--- src/rtl/mux_b_pipe_pkg.sv ---
// Shared datapath constants for the ALU B-operand selector: select codes and their width.
package mips_pkg;

  localparam int SEL_W = 3;

  localparam logic [SEL_W-1:0] SEL_REGB     = 3'b000;
  localparam logic [SEL_W-1:0] SEL_INC      = 3'b001;
  localparam logic [SEL_W-1:0] SEL_SEXT     = 3'b010;
  localparam logic [SEL_W-1:0] SEL_SEXT_SHL = 3'b011;
  localparam logic [SEL_W-1:0] SEL_ZEXT     = 3'b100;
  localparam logic [SEL_W-1:0] SEL_UPPER    = 3'b101;

  // Legal codes are contiguous from SEL_REGB up to SEL_UPPER.
  function automatic logic sel_is_legal(input logic [SEL_W-1:0] sel);
    return (sel <= SEL_UPPER);
  endfunction

endpackage

--- src/rtl/mux_b_pipe_if.sv ---
// Handshake bundle between the decoder/register-file side and the ALU B port.
interface mux_b_pipe_if #(
  parameter int DATA_W    = 32,
  parameter int IMM_W     = 16,
  parameter int ERR_CNT_W = 8
);

  logic                       in_valid;
  logic                       in_ready;
  logic [mips_pkg::SEL_W-1:0] sel;
  logic [DATA_W-1:0]          reg_b_in;
  logic [IMM_W-1:0]           imm_in;
  logic                       out_valid;
  logic                       out_ready;
  logic [DATA_W-1:0]          operand_out;
  logic                       out_err;
  logic [ERR_CNT_W-1:0]       err_count;

  modport master (
    output in_valid, sel, reg_b_in, imm_in, out_ready,
    input  in_ready, out_valid, operand_out, out_err, err_count
  );

  modport slave (
    input  in_valid, sel, reg_b_in, imm_in, out_ready,
    output in_ready, out_valid, operand_out, out_err, err_count
  );

endinterface

--- src/rtl/mux_b_pipe_skid_buf.sv ---
// Generic 2-entry valid/ready register slice; in_ready depends only on local state.
module skid_buf #(
  parameter int W = 33
) (
  input  logic         clk,
  input  logic         reset,
  input  logic         in_valid,
  output logic         in_ready,
  input  logic [W-1:0] in_data,
  output logic         out_valid,
  input  logic         out_ready,
  output logic [W-1:0] out_data
);

  logic         main_valid_reg, main_valid_next;
  logic         skid_valid_reg, skid_valid_next;
  logic [W-1:0] main_data_reg, main_data_next;
  logic [W-1:0] skid_data_reg, skid_data_next;
  logic         accept;
  logic         consume;

  assign in_ready  = !skid_valid_reg;
  assign out_valid = main_valid_reg;
  assign out_data  = main_data_reg;

  assign accept  = in_valid && !skid_valid_reg;
  assign consume = main_valid_reg && out_ready;

  always_comb begin
    main_valid_next = main_valid_reg;
    skid_valid_next = skid_valid_reg;
    main_data_next  = main_data_reg;
    skid_data_next  = skid_data_reg;
    if (skid_valid_reg) begin
      // Input is blocked while the skid entry is occupied; only a drain can happen.
      if (consume) begin
        main_data_next  = skid_data_reg;
        skid_valid_next = 1'b0;
      end
    end else if (!main_valid_reg || consume) begin
      main_valid_next = accept;
      if (accept) begin
        main_data_next = in_data;
      end
    end else if (accept) begin
      skid_valid_next = 1'b1;
      skid_data_next  = in_data;
    end
  end

  always_ff @(posedge clk or negedge reset) begin
    if (!reset) begin
      main_valid_reg <= 1'b0;
      skid_valid_reg <= 1'b0;
      main_data_reg  <= '0;
      skid_data_reg  <= '0;
    end else begin
      main_valid_reg <= main_valid_next;
      skid_valid_reg <= skid_valid_next;
      main_data_reg  <= main_data_next;
      skid_data_reg  <= skid_data_next;
    end
  end

endmodule

--- src/rtl/mux_b_pipe.sv ---
// Registered ALU B-operand selector: forms the operand from sel/reg B/immediate and
// presents it through a skid slice, counting accepted illegal selects.
module mux_b_pipe
  import mips_pkg::*;
#(
  parameter int DATA_W    = 32,
  parameter int IMM_W     = 16,
  parameter int INC_CONST = 4,
  parameter int SHAMT     = 2,
  parameter int ERR_CNT_W = 8
) (
  input logic         clk,
  input logic         reset,
  mux_b_pipe_if.slave bus
);

  logic [DATA_W-1:0]    sext_w;
  logic [DATA_W-1:0]    zext_w;
  logic [DATA_W-1:0]    operand_next;
  logic                 err_next;
  logic                 in_ready_w;
  logic                 accept;
  logic [DATA_W:0]      out_data_w;
  logic [ERR_CNT_W-1:0] err_count_reg;

  always_comb begin
    sext_w       = DATA_W'($signed(bus.imm_in));
    zext_w       = DATA_W'(bus.imm_in);
    operand_next = '0;
    err_next     = !sel_is_legal(bus.sel);
    case (bus.sel)
      SEL_REGB:     operand_next = bus.reg_b_in;
      SEL_INC:      operand_next = DATA_W'(INC_CONST);
      SEL_SEXT:     operand_next = sext_w;
      SEL_SEXT_SHL: operand_next = sext_w << SHAMT;
      SEL_ZEXT:     operand_next = zext_w;
      // Immediate lands above IMM_W zero bits; anything past DATA_W-1 falls off.
      SEL_UPPER:    operand_next = zext_w << IMM_W;
      default:      operand_next = '0;
    endcase
  end

  skid_buf #(
    .W(DATA_W + 1)
  ) u_skid (
    .clk      (clk),
    .reset    (reset),
    .in_valid (bus.in_valid),
    .in_ready (in_ready_w),
    .in_data  ({err_next, operand_next}),
    .out_valid(bus.out_valid),
    .out_ready(bus.out_ready),
    .out_data (out_data_w)
  );

  assign bus.in_ready    = in_ready_w;
  assign bus.out_err     = out_data_w[DATA_W];
  assign bus.operand_out = out_data_w[DATA_W-1:0];
  assign bus.err_count   = err_count_reg;

  assign accept = bus.in_valid && in_ready_w;

  always_ff @(posedge clk or negedge reset) begin
    if (!reset) begin
      err_count_reg <= '0;
    end else if (accept && err_next && (err_count_reg != '1)) begin
      err_count_reg <= err_count_reg + 1'b1;
    end
  end

endmodule

--- src/flat_wrapper.sv ---
// flat-port wrapper written by rule: the top's interface ports become plain ports
module mux_b_pipe_flat import mips_pkg::*;
#(
  parameter int DATA_W    = 32,
  parameter int IMM_W     = 16,
  parameter int INC_CONST = 4,
  parameter int SHAMT     = 2,
  parameter int ERR_CNT_W = 8
)
  (clk, reset, bus_in_valid, bus_sel, bus_reg_b_in, bus_imm_in, bus_out_ready, bus_in_ready, bus_out_valid, bus_operand_out, bus_out_err, bus_err_count);
  mux_b_pipe_if #(.DATA_W(DATA_W), .IMM_W(IMM_W), .ERR_CNT_W(ERR_CNT_W)) bus_i ();
  input logic clk;
  input logic reset;
  input wire logic [$bits(bus_i.in_valid)-1:0] bus_in_valid;
  input wire logic [$bits(bus_i.sel)-1:0] bus_sel;
  input wire logic [$bits(bus_i.reg_b_in)-1:0] bus_reg_b_in;
  input wire logic [$bits(bus_i.imm_in)-1:0] bus_imm_in;
  input wire logic [$bits(bus_i.out_ready)-1:0] bus_out_ready;
  output wire logic [$bits(bus_i.in_ready)-1:0] bus_in_ready;
  output wire logic [$bits(bus_i.out_valid)-1:0] bus_out_valid;
  output wire logic [$bits(bus_i.operand_out)-1:0] bus_operand_out;
  output wire logic [$bits(bus_i.out_err)-1:0] bus_out_err;
  output wire logic [$bits(bus_i.err_count)-1:0] bus_err_count;
  assign bus_i.in_valid = bus_in_valid;
  assign bus_i.sel = bus_sel;
  assign bus_i.reg_b_in = bus_reg_b_in;
  assign bus_i.imm_in = bus_imm_in;
  assign bus_i.out_ready = bus_out_ready;
  assign bus_in_ready = bus_i.in_ready;
  assign bus_out_valid = bus_i.out_valid;
  assign bus_operand_out = bus_i.operand_out;
  assign bus_out_err = bus_i.out_err;
  assign bus_err_count = bus_i.err_count;
  mux_b_pipe #(.DATA_W(DATA_W), .IMM_W(IMM_W), .INC_CONST(INC_CONST), .SHAMT(SHAMT), .ERR_CNT_W(ERR_CNT_W)) u_core (.clk(clk), .reset(reset), .bus(bus_i));
endmodule
--- config.mk ---
export PLATFORM = sky130hd
export DESIGN_NAME = mux_b_pipe_flat
export DESIGN_NICKNAME = d
export VERILOG_FILES = /design/src/rtl/mux_b_pipe_pkg.sv /design/src/rtl/mux_b_pipe_if.sv /design/src/rtl/mux_b_pipe_skid_buf.sv /design/src/rtl/mux_b_pipe.sv /design/src/flat_wrapper.sv
export SDC_FILE = /design/constraint.sdc
export NUM_CORES = 1
export LEC_CHECK = 0
export CAP_MARGIN = 40
export CELL_PAD_IN_SITES_DETAIL_PLACEMENT = 1
export CELL_PAD_IN_SITES_GLOBAL_PLACEMENT = 1
export CORE_MARGIN = 3
export CORE_UTILIZATION = 40
export CTS_CLUSTER_SIZE = 30
export DETAILED_ROUTE_END_ITERATION = 8
export GPL_TIMING_DRIVEN = 0
export HOLD_SLACK_MARGIN = 0.08
export PLACE_DENSITY_LB_ADDON = 0.1
export SLEW_MARGIN = 20
export SYNTH_ARGS = -nofsm -noshare
export SYNTH_HDL_FRONTEND = slang
export SYNTH_HIERARCHICAL = 1
export SYNTH_SLANG_ARGS = --single-unit
--- constraint.sdc ---
create_clock -name clk -period 1.95 [get_ports clk]
set_input_delay 0.39 -clock clk [delete_from_list [all_inputs] [get_ports clk]]
set_output_delay 0.39 -clock clk [all_outputs]
set_load 0.05 [all_outputs]
# [Word level (Yosys, flattened, before mapping)]
# Index checks and enable logic that the tools add are counted.
[classes] addsub=1 order_cmp=1 eq_ne=7 n_mux=9 bitwise_logic=2 n_reduce_logical=14
[op_table] operator="$pmux 32 s6" count=1
[op_table] operator="$mux 33" count=4
[op_table] operator="$add 8x1->8 const B" count=1
[op_table] operator="$ne 8x8->1 const B" count=1
[op_table] operator="$eq 3x2->1 const B" count=2
[op_table] operator="$eq 3x3->1 const B" count=2
[op_table] operator="$reduce_and 3->1" count=2
[op_table] operator="$logic_and 1x1->1" count=4
[op_table] operator="$mux 1" count=4
[op_table] operator="$reduce_bool 2->1" count=2
[op_table] operator="$eq 3x1->1 const B" count=1
[op_table] operator="$le 3x3->1 const B" count=1
[op_table] operator="$logic_not 1->1" count=3
[op_table] operator="$logic_not 3->1" count=1
[op_table] operator="$ne 2x1->1 const B" count=1
[op_table] operator="$not 1->1" count=2
[op_table] operator="$reduce_and 2->1" count=1
[op_table] operator="$logic_or 1x1->1" count=1
[totals] ff_bits=76 input_bits=55 output_inout_bits=43 wordCells=39

# [Longest topological paths before layout]
[logic_depth] word_depth=5 ltp_mapped=7 depth_no_buf=5

# [Cells and area by module]
# Netlist, hierarchy kept.
[modules_own_cells] mod="skid_buf" n_inst=1 cells_each=187 area_per_inst_um2=2991.6 seq_area_each_um2=1701.6
[modules_own_cells] mod="mux_b_pipe" n_inst=1 cells_each=175 area_per_inst_um2=1291.2 seq_area_each_um2=200.2

# [Worst setup path before layout]
# No wires, ideal clock.
[synth_path] path_kind="register to register" from="reg u_core.u_skid.skid_valid_reg" to="reg u_core.err_count_reg[7] (netlist: u_core/bus.err_count[7])" setup_ps=128 t_arrival_ps=1902 required_time_ps=1822 setup_slack_ps=-80 path_stages_with_launch=7 path_buffers=2 synth_period_minus_slack_ps=2030 cell_sequence="dfrtp_1 buf_6 buf_2 inv_1 nand4_4 nor4_2 mux2_1"
[synth_between] elab_chain_cells=4
[synth_rtl] element="start: declaration" line="mux_b_pipe_skid_buf.sv:16" rtl="logic skid_valid_reg, skid_valid_next;"
[synth_rtl] element="start signal: assignment" line="mux_b_pipe_skid_buf.sv:59" rtl="skid_valid_reg <= skid_valid_next;"
[synth_rtl] element="$logic_not 1->1" line="mux_b_pipe_skid_buf.sv:22" rtl="assign in_ready = !skid_valid_reg;"
[synth_rtl] element="via bus_in_ready" line="flat_wrapper.sv:19" rtl="output wire logic [$bits(bus_i.in_ready)-1:0] bus_in_ready;"
[synth_rtl] element="$logic_and 1x1->1" line="mux_b_pipe.sv:61" rtl="assign accept = bus.in_valid && in_ready_w;"
[synth_rtl] element="$logic_and 1x1->1 (2 in series)" line="mux_b_pipe.sv:66" rtl="end else if (accept && err_next && (err_count_reg != '1)) begin"
[synth_rtl] element="end signal: assignment" line="mux_b_pipe.sv:67" rtl="err_count_reg <= err_count_reg + 1'b1;"
[synth_rtl] element="end: declaration" line="mux_b_pipe.sv:24" rtl="logic [ERR_CNT_W-1:0] err_count_reg;"
# The timed path passes the listed nets, and every way through them passes these cells.
# A chain may end at the register's enable or synchronous reset.

# [Worst setup path after layout]
[layout_path] from="reg u_core.u_skid.main_data_reg[15] (netlist: u_core/u_skid/out_data[15])" to="out bus_operand_out[15]"
[layout_lines] element="start: declaration" line="mux_b_pipe_skid_buf.sv:17" rtl="logic [W-1:0] main_data_reg, main_data_next;"
[layout_lines] element="start signal: assignment" line="mux_b_pipe_skid_buf.sv:60" rtl="main_data_reg <= main_data_next;"
[layout_lines] element="end: declaration" line="flat_wrapper.sv:21" rtl="output wire logic [$bits(bus_i.operand_out)-1:0] bus_operand_out;"
# No word-level cell between the ends.

==> out/metrics.cfg <==
[cells_and_area]
drive_gt1_frac=0.319
diodes=0
stdcell_count=616
layout.nets=531
final_core_util=0.554
area_delta_synth_final_pct=34.2

[synth]
synth_enable_flop_cells=0
seq_area_frac_synth=0.444
yosysWarnings=6
synth_most_common_cell=mux2_2
synthTopCellsByArea=dfrtp_1 44%, mux2_2 26%, o2bb2ai_1 2.9%
synth_flop_cell=dfrtp_1
syn_area_um2=4280
synthTopCellsByCount=99 x mux2_2, 76 x dfrtp_1, 24 x nand2_1, 18 x a21oi_1, 15 x o21ai_0
synth_seq_cells=76
post_synth.cell_area_avg_um2=11.8
syn_inst=362
yosys.area.top_type=dfrtp_1
synth_top_area_frac=0.444
synth_nets=418
synth_cell_type_count=44
synthArstFlopShare=1.00

[critical_path]
worstSetupEndpointType=output pin
max_stage_delay_ps=830
r2r-start=u_core/u_skid/skid_valid_reg$_DFF_PN0_
worstSetupStartpointType=register
path_cells=clkdlybuf4s50_1
reg2regPathDepth=6
cp_slowest_cell=clkdlybuf4s50_1
path_class=register to output pin
critical_path_depth=1
required_ps=1560
crit_family=buffers and inverters
rrSetupSlack_ps=140
r2r_end=u_core/bus.err_count[1]$_DFFE_PN0P_
crit_arrival_ps=1520
crit_buf_inv=1
path_max_fanout=2

[timing]
setup_slack_ps=36.0
finalCritPeriodShare=0.982
drv_slew=0
hold_slack_ps=486
hold_violations=0
setup_viol=0
max_slew_margin=0.581
fmax_mhz=522
tightest_slew_ps=629
finClkSkew_ps=12.7
period_needed_ps=1910
rsz0062_at_grt=yes

[place]
place_ws_ps=-683
place_congestion=0.826
post-dp-hpwl_mm=8.98
port_buffers=96
dp_cells=595

[cts]
clock_latency_ps=350
cts_made_buffers=9
clock_path_buffers=2
cts.sinks=76
cts_tree=yes
clk_pin_slew_ps=80
cts_root_buf=clkbuf_8
cts_max_level=3

[die]
dieArea_um2=12000
start_util=0.413
num_rows=37
top_level_ports=98
die_y_um=109
coreArea_um2=10400
die_w_um=109

[global_routing]
met1_usage=0.289
grtUsageMet2=0.340
grt_pass1_wl_mm=19.1
grt_max_degree=45
busiest_layer=met2
grt.met3_usage=0.0358
grt.total_usage=0.209
grt_pass1_vias=3547
overflow=0
antenna_found_initial=0

[worst_hold_path]
hold-path-endpoint=u_core/u_skid/skid_data_reg[31]$_DFFE_PN0P_
holdPathStages=1
min_from=u_core/u_skid/skid_data_reg[31]$_DFFE_PN0P_
hold_path_class=register to register

[run_status]
status=completed

[route]
ant_nets=0
drt_first_pass_iters=4
wire_per_inst_um=19.6
drc=0
vias=3358
drt-total-wl_mm=12.1
first_iter_violations=157
via_per_inst=5.45

[pwr]
power.density_nw_per_um2=620
p_leak_uw=0.00285
ir_drop_mv=0.267

[run]
cap_viol_max_count=0

[routing by layer]
metal	share of wire	up-vias
met3	0.037	12
met2	0.49	78
li1	-	1560
met1	0.46	1708
met5	0	-
met4	0.011	0
[repair_timing]
action,in CTS,in global routing
resized for setup,28,19
cloned,1,0
buffers inserted,1,2
pin swaps,0,1
endpoints found under the hold margin,43,0
hold buffers,1,0
setup endpoints to repair,49,36
[cells in the final DEF (no fill, tap or decap), drive strengths merged, types with 2 or more instances in the layout]
master / count
nand4: 2
mux2i: 12
nand3: 13
nor2: 4
nor2b: 3
bufinv: 2
nand2: 24
o21ai: 16
a22o: 2
and2: 3
clkdlybuf4s50: 67
clkbuf: 21
a211oi: 5
nor4: 2
buf: 25
o2bb2ai: 14
a21oi: 18
xnor2: 2
inv: 4
nor3: 3
clkinv: 2
o21a: 11
dlygate4sd2: 12
dfrtp: 76
dlymetal6s2s: 15
mux2: 104
[area by class of cell]
type,instances,area [um^2]
Buffer,27,198
Clock buffer,12,135
Clock inverter,4,73.8
Fill cell,1126,4620
Inverter,5,22.5
Multi-Input combinational cell,254,2200
Sequential cell,76,1900
Tap cell,136,170
Timing Repair Buffer,102,1050
[where the power goes]
group | internal, uW | switching (uW)
clock | 724 | 606
sequential | 1610 | 15.9
combinational | 256 | 352
[kinds of logic after synthesis]
family / synth area share
multiplexers: 0.301
flip-flops: 0.444
AO/OA/AOI/OAI: 0.118
AND/OR/NAND/NOR: 0.0833
buffers and inverters: 0.0459
XOR/XNOR: 0.00409
adder cells (fa/ha/maj): 0.00292
[metrics by stage]
step | TNS [ps] | total power (uW) | instance area [um^2]
6_report | 0 | 3560 | 5750
5_1_grt | -47.5 | 3720 | 5750
4_1_cts | -85.6 | 3600 | 5690
3_5_place_dp | -30090 | 2260 | 5440
3_3_place_gp | -201810 | 2240 | 5420
2_1_floorplan | -4.10 | 1950 | 4290
[worst max-delay path by stage]
stage | endpoint | startpoint
6_report | bus_operand_out[15] | u_core/u_skid/out_data[15]$_DFFE_PN0P_
5_1_grt | bus_in_ready | u_core/u_skid/skid_valid_reg$_DFF_PN0_
4_1_cts | bus_in_ready | u_core/u_skid/skid_valid_reg$_DFF_PN0_
3_5_place_dp | u_core/u_skid/out_data[10]$_DFFE_PN0P_ | bus_sel[2]
3_3_place_gp | u_core/u_skid/out_data[19]$_DFFE_PN0P_ | reset
2_1_floorplan | u_core/bus.err_count[1]$_DFFE_PN0P_ | u_core/u_skid/skid_valid_reg$_DFF_PN0_
(Power assumes the default switching activity.)
